--- src/rtl/video_layer_compositor_if.sv ---
// video_layer_compositor_if: timing, layer pixel, config and DAC-side signals of the layer compositor.
interface video_layer_compositor_if #(
   parameter int NUM_LAYERS  = 2,
   parameter int COLOR_W     = 4,
   parameter int FRAME_CNT_W = 8
);
   logic                            hsync_in;
   logic                            vsync_in;
   logic                            display_active_in;
   logic [9:0]                      hcount;
   logic [9:0]                      vcount;
   logic [NUM_LAYERS*3*COLOR_W-1:0] layer_rgb;
   logic [NUM_LAYERS-1:0]           layer_valid;
   logic                            cfg_wr;
   logic [NUM_LAYERS-1:0]           cfg_enable;
   logic [3*COLOR_W-1:0]            cfg_backdrop;
   logic                            cfg_pending;
   logic [COLOR_W-1:0]              red;
   logic [COLOR_W-1:0]              green;
   logic [COLOR_W-1:0]              blue;
   logic                            hsync;
   logic                            vsync;
   logic                            frame_start;
   logic [FRAME_CNT_W-1:0]          frame_count;
   modport master (
      output hsync_in, vsync_in, display_active_in, hcount, vcount, layer_rgb, layer_valid,
             cfg_wr, cfg_enable, cfg_backdrop,
      input  cfg_pending, red, green, blue, hsync, vsync, frame_start, frame_count
   );
   modport slave (
      input  hsync_in, vsync_in, display_active_in, hcount, vcount, layer_rgb, layer_valid,
             cfg_wr, cfg_enable, cfg_backdrop,
      output cfg_pending, red, green, blue, hsync, vsync, frame_start, frame_count
   );
endinterface

--- src/rtl/video_layer_compositor.sv ---
// video_layer_compositor: priority composite of renderer layers with frame-synchronous config commit.
// Define VGA_BORDER_DEBUG_EN to paint the visible-area border all-ones.
module video_layer_compositor #(
   parameter int                    NUM_LAYERS      = 2,
   parameter int                    COLOR_W         = 4,
   parameter int                    PIPE_DEPTH      = 2,
   parameter bit                    SYNC_ACTIVE_LOW = 1,
   parameter int                    FRAME_CNT_W     = 8,
   parameter logic [NUM_LAYERS-1:0] RESET_ENABLE    = 1
) (
   input logic                     clk_25mhz,
   input logic                     reset_n,
   video_layer_compositor_if.slave bus
);
   localparam int   PW    = 3*COLOR_W;
   localparam logic S_ACT = SYNC_ACTIVE_LOW ? 1'b0 : 1'b1;
`ifdef VGA_BORDER_DEBUG_EN
   localparam int TW = 23;
`else
   localparam int TW = 3;
`endif
   logic [TW-1:0]         t_in, t_rst, a_t;
   logic                  a_hs, a_vs, a_da, boundary;
   logic [NUM_LAYERS-1:0] en_act, en_sh;
   logic [PW-1:0]         bd_act, bd_sh, pix;
`ifdef VGA_BORDER_DEBUG_EN
   logic [9:0]            a_hc, a_vc;
   assign t_in = {bus.vcount, bus.hcount, bus.display_active_in, bus.vsync_in, bus.hsync_in};
   assign a_hc = a_t[12:3];
   assign a_vc = a_t[22:13];
`else
   logic                  unused_cnt;
   assign t_in       = {bus.display_active_in, bus.vsync_in, bus.hsync_in};
   assign unused_cnt = ^{bus.hcount, bus.vcount};
`endif
   assign t_rst = TW'({1'b0, ~S_ACT, ~S_ACT});
   generate
      if (PIPE_DEPTH == 0) begin : g_nodly
         assign a_t = t_in;
      end else begin : g_dly
         logic [TW-1:0] sr [PIPE_DEPTH];
         always_ff @(posedge clk_25mhz or negedge reset_n)
            if (!reset_n)
               for (int k = 0; k < PIPE_DEPTH; k++) sr[k] <= t_rst;
            else begin
               sr[0] <= t_in;
               for (int k = 1; k < PIPE_DEPTH; k++) sr[k] <= sr[k-1];
            end
         assign a_t = sr[PIPE_DEPTH-1];
      end
   endgenerate
   assign a_hs = a_t[0];
   assign a_vs = a_t[1];
   assign a_da = a_t[2];
   // registered vsync holds the previous aligned vsync, so it doubles as the edge detector
   assign boundary = (a_vs == S_ACT) && (bus.vsync != S_ACT);
   always_comb begin
      pix = bd_act;
      for (int i = 0; i < NUM_LAYERS; i++)
         if (bus.layer_valid[i] && en_act[i]) pix = bus.layer_rgb[i*PW +: PW];
`ifdef VGA_BORDER_DEBUG_EN
      if (a_hc == 10'd0 || a_hc == 10'd639 || a_vc == 10'd0 || a_vc == 10'd479) pix = '1;
`endif
      if (!a_da) pix = '0;
   end
   always_ff @(posedge clk_25mhz or negedge reset_n)
      if (!reset_n) begin
         {bus.red, bus.green, bus.blue} <= '0;
         bus.hsync                      <= ~S_ACT;
         bus.vsync                      <= ~S_ACT;
         bus.frame_start                <= 1'b0;
         bus.frame_count                <= '0;
         bus.cfg_pending                <= 1'b0;
         en_act                         <= RESET_ENABLE;
         en_sh                          <= RESET_ENABLE;
         bd_act                         <= '0;
         bd_sh                          <= '0;
      end else begin
         {bus.red, bus.green, bus.blue} <= pix;
         bus.hsync                      <= a_hs;
         bus.vsync                      <= a_vs;
         bus.frame_start                <= boundary;
         if (boundary) bus.frame_count <= bus.frame_count + 1'b1;
         if (boundary && bus.cfg_pending) {en_act, bd_act} <= {en_sh, bd_sh};
         if (bus.cfg_wr) {en_sh, bd_sh} <= {bus.cfg_enable, bus.cfg_backdrop};
         // a write on the commit cycle keeps pending set so it lands next frame
         bus.cfg_pending <= bus.cfg_wr || (bus.cfg_pending && !boundary);
      end
endmodule

--- src/flat_wrapper.sv ---
// flat-port wrapper written by rule: the top's interface ports become plain ports
module video_layer_compositor_flat 
#(
   parameter int                    NUM_LAYERS      = 2,
   parameter int                    COLOR_W         = 4,
   parameter int                    PIPE_DEPTH      = 2,
   parameter bit                    SYNC_ACTIVE_LOW = 1,
   parameter int                    FRAME_CNT_W     = 8,
   parameter logic [NUM_LAYERS-1:0] RESET_ENABLE    = 1
)
  (clk_25mhz, reset_n, bus_hsync_in, bus_vsync_in, bus_display_active_in, bus_hcount, bus_vcount, bus_layer_rgb, bus_layer_valid, bus_cfg_wr, bus_cfg_enable, bus_cfg_backdrop, bus_cfg_pending, bus_red, bus_green, bus_blue, bus_hsync, bus_vsync, bus_frame_start, bus_frame_count);
  video_layer_compositor_if #(.NUM_LAYERS(NUM_LAYERS), .COLOR_W(COLOR_W), .FRAME_CNT_W(FRAME_CNT_W)) bus_i ();
  input logic clk_25mhz;
  input logic reset_n;
  input wire logic [$bits(bus_i.hsync_in)-1:0] bus_hsync_in;
  input wire logic [$bits(bus_i.vsync_in)-1:0] bus_vsync_in;
  input wire logic [$bits(bus_i.display_active_in)-1:0] bus_display_active_in;
  input wire logic [$bits(bus_i.hcount)-1:0] bus_hcount;
  input wire logic [$bits(bus_i.vcount)-1:0] bus_vcount;
  input wire logic [$bits(bus_i.layer_rgb)-1:0] bus_layer_rgb;
  input wire logic [$bits(bus_i.layer_valid)-1:0] bus_layer_valid;
  input wire logic [$bits(bus_i.cfg_wr)-1:0] bus_cfg_wr;
  input wire logic [$bits(bus_i.cfg_enable)-1:0] bus_cfg_enable;
  input wire logic [$bits(bus_i.cfg_backdrop)-1:0] bus_cfg_backdrop;
  output wire logic [$bits(bus_i.cfg_pending)-1:0] bus_cfg_pending;
  output wire logic [$bits(bus_i.red)-1:0] bus_red;
  output wire logic [$bits(bus_i.green)-1:0] bus_green;
  output wire logic [$bits(bus_i.blue)-1:0] bus_blue;
  output wire logic [$bits(bus_i.hsync)-1:0] bus_hsync;
  output wire logic [$bits(bus_i.vsync)-1:0] bus_vsync;
  output wire logic [$bits(bus_i.frame_start)-1:0] bus_frame_start;
  output wire logic [$bits(bus_i.frame_count)-1:0] bus_frame_count;
  assign bus_i.hsync_in = bus_hsync_in;
  assign bus_i.vsync_in = bus_vsync_in;
  assign bus_i.display_active_in = bus_display_active_in;
  assign bus_i.hcount = bus_hcount;
  assign bus_i.vcount = bus_vcount;
  assign bus_i.layer_rgb = bus_layer_rgb;
  assign bus_i.layer_valid = bus_layer_valid;
  assign bus_i.cfg_wr = bus_cfg_wr;
  assign bus_i.cfg_enable = bus_cfg_enable;
  assign bus_i.cfg_backdrop = bus_cfg_backdrop;
  assign bus_cfg_pending = bus_i.cfg_pending;
  assign bus_red = bus_i.red;
  assign bus_green = bus_i.green;
  assign bus_blue = bus_i.blue;
  assign bus_hsync = bus_i.hsync;
  assign bus_vsync = bus_i.vsync;
  assign bus_frame_start = bus_i.frame_start;
  assign bus_frame_count = bus_i.frame_count;
  video_layer_compositor #(.NUM_LAYERS(NUM_LAYERS), .COLOR_W(COLOR_W), .PIPE_DEPTH(PIPE_DEPTH), .SYNC_ACTIVE_LOW(SYNC_ACTIVE_LOW), .FRAME_CNT_W(FRAME_CNT_W), .RESET_ENABLE(RESET_ENABLE)) u_core (.clk_25mhz(clk_25mhz), .reset_n(reset_n), .bus(bus_i));
endmodule
--- config.mk ---
export PLATFORM = sky130hd
export DESIGN_NAME = video_layer_compositor_flat
export DESIGN_NICKNAME = d
export VERILOG_FILES = /design/src/rtl/video_layer_compositor_if.sv /design/src/rtl/video_layer_compositor.sv /design/src/flat_wrapper.sv
export SDC_FILE = /design/constraint.sdc
export NUM_CORES = 1
export LEC_CHECK = 0
export CORE_MARGIN = 4
export CORE_UTILIZATION = 46
export CTS_CLUSTER_SIZE = 30
export DETAILED_ROUTE_END_ITERATION = 8
export GPL_ROUTABILITY_DRIVEN = 1
export HOLD_SLACK_MARGIN = 0.05
export PLACE_DENSITY = 0.84
export SYNTH_ARGS = -nofsm -noshare
export SYNTH_HDL_FRONTEND = slang
export SYNTH_SLANG_ARGS = --single-unit
export TNS_END_PERCENT = 20
--- constraint.sdc ---
create_clock -name clk_25mhz -period 3.62 [get_ports clk_25mhz]
set_input_delay 0.724 -clock clk_25mhz [delete_from_list [all_inputs] [get_ports clk_25mhz]]
set_output_delay 0.724 -clock clk_25mhz [all_outputs]
set_load 0.01 [all_outputs]
---- Word-level counts from Yosys, hierarchy flattened ----
Cells that the tools add are included.
storage, ports and cells
  input port bits ......................... 66
  bits in registers ....................... 58
  logic and storage cells ................. 26
  output and inout bits ................... 24
cells by class
  add/subtract/negate cells ............... 1
  muxes and demuxes ....................... 3
  bitwise gates (word level) .............. 1
  reduce and logical (&&, ||, !) cells .... 7
operators by type and width
  kind                   number
  $mux W12               3
  $add A8 B1 Y8 const B  1
  $logic_and A1 B1 Y1    5
  $logic_not A1 Y1       1
  $logic_or A1 B1 Y1     1
  $not A1 Y1             1

---- Depth between registers and ports, before layout ----
  word-level depth ........................ 5
  mapped depth ............................ 5

---- Worst setup path after synthesis ----
OpenSTA, ideal clock, no wires.
  path kind ............................... input port to flip-flop
  start point ............................. input port bus_cfg_wr
  end point ............................... register u_core.bd_sh[0]
  path buffers ............................ 2
  arrival time ............................ 1,505 ps
  slack ................................... 1,990 ps
  setup time .............................. 125 ps
  data required time ...................... 3,495 ps
  cell stages on the path ................. 3
  path through ............................ clkbuf_1 -> buf_2 -> mux2_2
RTL lines
  what                  RTL line                      text
  from (decl)           flat_wrapper.sv:22            input wire logic [$bits(bus_i.cfg_wr)-1:0] bus_cfg_wr;
  to (signal assigned)  video_layer_compositor.sv:85  if (bus.cfg_wr) {en_sh, bd_sh} <= {bus.cfg_enable, bus.cfg_backdrop};
  to (decl)             video_layer_compositor.sv:25  logic [PW-1:0] bd_act, bd_sh, pix;
No word-level cell between the ends.

---- Worst setup path after layout ----
  start point ............................. register u_core.bus.vsync
  end point ............................... output port bus_vsync
RTL lines
  what                    RTL line                         text
  from (decl)             video_layer_compositor_if.sv:33  output cfg_pending, red, green, blue, hsync, vsync, frame_start, frame_count
  from (signal assigned)  video_layer_compositor.sv:70     bus.vsync <= ~S_ACT;
  from (signal assigned)  video_layer_compositor.sv:81     bus.vsync <= a_vs;
  to (decl)               flat_wrapper.sv:30               output wire logic [$bits(bus_i.vsync)-1:0] bus_vsync;
No word-level cell between the ends.

==> metrics <==
# hold bufs at CTS 0; io pins 90; Core Region 4755 sq um; vias in the first global route 1461; nets@finish 294; Root Buffer clkbuf_8; Slowest cell on crit path dfstp_2; Hold Vio Cnt, Final 0; layout cells sized above 1 23.71%; DRT Wirelength 4495 um; CP required 2.90 ns; postcts setup bufs 0; Max Cap Violations 0; critical path class reg -> out; H-Tree Depth 3; clock buffer depth 2; clock group share of total power 29.1%; pin count of the biggest net entering global routing 38; CP arrival 1.39 ns; leak pwr 0.001429 uW; antenna violations before repair 0; top layer in use met4; R2R depth 3; Met1 Wirelength 1887 um; sequential power share 48.4%; GR Overflow Total 0; crit-path max cell delay 0.54 ns; CTS tree done; Max Clock Freq 474.0 MHz; met3 wire len 153 um; RSZ-0062 raised after global routing false; Final Slew Violations 0; transition time of the tightest slew-check pin 0.7783 ns; Switch Pwr 459.1 uW; hold depth 0; Int Power 1298 uW; outcome finished, final reports clean; CP startpoint kind flip-flop; Stages on worst setup path 1; Total Routing Usage GR 16.01%; Setup TNS 0 ns; overall via count from detail_route 1415; crit path capture type output pin; Final Skew 0.007390 ns; CTS Buf Count 9; die area 6161 sq um; CP Cell Sequence clkdlybuf4s50_1; gate count of the mapped netlist 154; Worst-Skew Late Latency 0.32 ns; PortBufs 69; initial drt markers 53; Cell Area, Synth 2286 sq um; Via density 4.732; Rel. slew slack 48.11%; Finish-stage setup viols 0; FP Rows 25; Syn Nets 221; post_cts resized 0; first-pass GRT wire length 7320 um; RD Place Congestion 0.7153; post-route ant nets 0; Crit Path Max Fanout 3; #FFs+latches synth 58; number of synthesis warnings 0; # DRC 0; sequential element share of the synthesized area 63.93%; n_diodes 0; cell family with most CP delay flip-flops; Sink Count 58; Avg Inst Size Synth 14.84 sq um; crit path time final 2.110 ns; fill cell count 349; Reg clk slew, reported paths 0.06 ns; Max IR drop VDD 0.2752 mV; DR WL met2 2355 um; Post-DP HPWL 3370 um; sw frac 26.13%; worst hold slack 0.3533 ns; worst hold path type reg -> reg; WL per Instance 15.03 um; Starting Density 48.08%; Distinct cells, synth 22; chip height 78.50 um; WP buf/inv 1; Combinational Power Share 22.5%; Pre-antenna DRT Iters 4; Die Width 78.50 um; Pwr Density 551.3 nW/um^2; Area growth syn-to-layout 39.41%; period utilization 58.28%
[worst paths after layout]
kind                               startpoint                         to  slack [ns]
max in group asynchronous             reset_n            u_core.bd_sh[8]        2.37
min in group asynchronous             reset_n  u_core.bus.frame_count[7]        0.48
max reg2reg                  u_core.en_act[0]          u_core.bus.red[1]        2.11
max                          u_core.bus.vsync                  bus_vsync        1.51
min                        u_core.g_dly.sr[5]              u_core.a_t[2]        0.35
min reg2reg                u_core.g_dly.sr[5]              u_core.a_t[2]        0.35
[cell type report]
cell class	count	area, sq um	share of cell area, %
well taps	67	83.83	2.631
inverters	1	3.754	0.1178
flip-flops and latches	58	1461	45.86
multi-input cells	87	770.7	24.19
repair buffers	70	693.2	21.75
clock inverters	3	15.01	0.4711
clock buffers	13	158.9	4.986
[registers in the layout, summed over array words and instances, names as in the netlist]
| signal | count |
|---|---|
| u_core.bd_act | 12 |
| u_core.bus.hsync | 1 |
| u_core.a_t | 3 |
| u_core.en_act | 2 |
| u_core.bd_sh | 12 |
| u_core.bus.blue | 4 |
| u_core.bus.red | 4 |
| u_core.en_sh | 2 |
| u_core.bus.cfg_pending | 1 |
| u_core.bus.vsync | 1 |
| u_core.bus.green | 4 |
| u_core.g_dly.sr | 3 |
| u_core.bus.frame_start | 1 |
| u_core.bus.frame_count | 8 |
[cells in the mapped netlist]
| cell | number | share of area, % |
|---|---|---|
| and4b_1 | 1 | 0.44 |
| o21ai_0 | 12 | 2.6 |
| dfrtp_1 | 50 | 55 |
| inv_1 | 1 | 0.16 |
| mux2_4 | 10 | 6.6 |
| clkbuf_1 | 4 | 0.66 |
| xor2_1 | 1 | 0.38 |
| xnor2_1 | 6 | 2.3 |
| mux2_2 | 19 | 9.4 |
| buf_2 | 1 | 0.22 |
| nand2_4 | 1 | 0.49 |
| mux2i_1 | 12 | 5.3 |
| o21bai_1 | 1 | 0.33 |
| a21oi_1 | 12 | 2.6 |
| buf_6 | 2 | 0.99 |
| nor2b_4 | 1 | 0.60 |
| dfstp_2 | 8 | 9.2 |
| buf_4 | 1 | 0.33 |
| nand2_1 | 5 | 0.82 |
| ha_1 | 1 | 0.55 |
| nand4_1 | 3 | 0.82 |
| and3_1 | 2 | 0.55 |
[cell usage in the layout (no fill, tap or decap)]
cell / count
clkinv_2: 3
nor2b_4: 1
ha_1: 1
xor2_1: 1
clkbuf_8: 11
dfstp_2: 8
nand4_1: 3
clkbuf_1: 2
xnor2_1: 6
o21ai_0: 12
nand2_1: 5
mux2i_1: 12
and4b_1: 1
dfrtp_1: 50
and3_1: 2
inv_1: 1
mux2_4: 10
a21oi_1: 12
o21bai_1: 1
clkdlybuf4s50_1: 68
mux2_2: 19
nand2_4: 1
buf_4: 1
buf_2: 1
[power groups by stage]
stage / clock network [uW] / logic [uW] / registers (uW)
floorplan: 0 / 177 / 864
global placement: 0 / 386 / 853
detailed placement: 0 / 398 / 861
CTS: 522 / 402 / 850
global route: 554 / 425 / 866
finish: 511 / 396 / 850
[metrics by stage]
step	setup WS, ns	power (uW)	utilization [%]	instances	area [sq um]
3_5_place_dp	1.436	1259	63.37	283	3013
2_1_floorplan	1.990	1041	-	154	2286
5_1_grt	1.446	1846	67.03	299	3187
6_report	1.510	1757	67.03	299	3187
4_1_cts	1.486	1774	67.03	299	3187
3_3_place_gp	1.466	1239	63.37	283	3013
[cells by family (layout without fill, tap and decap cells)]
family | after synthesis | after routing | synth area share [%]
compound gates | 25 | 25 | 5.583
xor+xnor | 7 | 7 | 2.682
fa+ha+maj | 1 | 1 | 0.5473
buf+inv | 9 | 87 | 2.353
flops | 58 | 58 | 63.93
mux | 41 | 41 | 21.18
simple gates | 13 | 13 | 3.722
[metal layers]
layer  global-route usage (%)  up-vias
li1                         -      692
met1                    18.71      682
met2                    26.28       33
met3                    4.128        8
met4                    9.965        0
met5                        0        -
(Power assumes the default switching activity.)
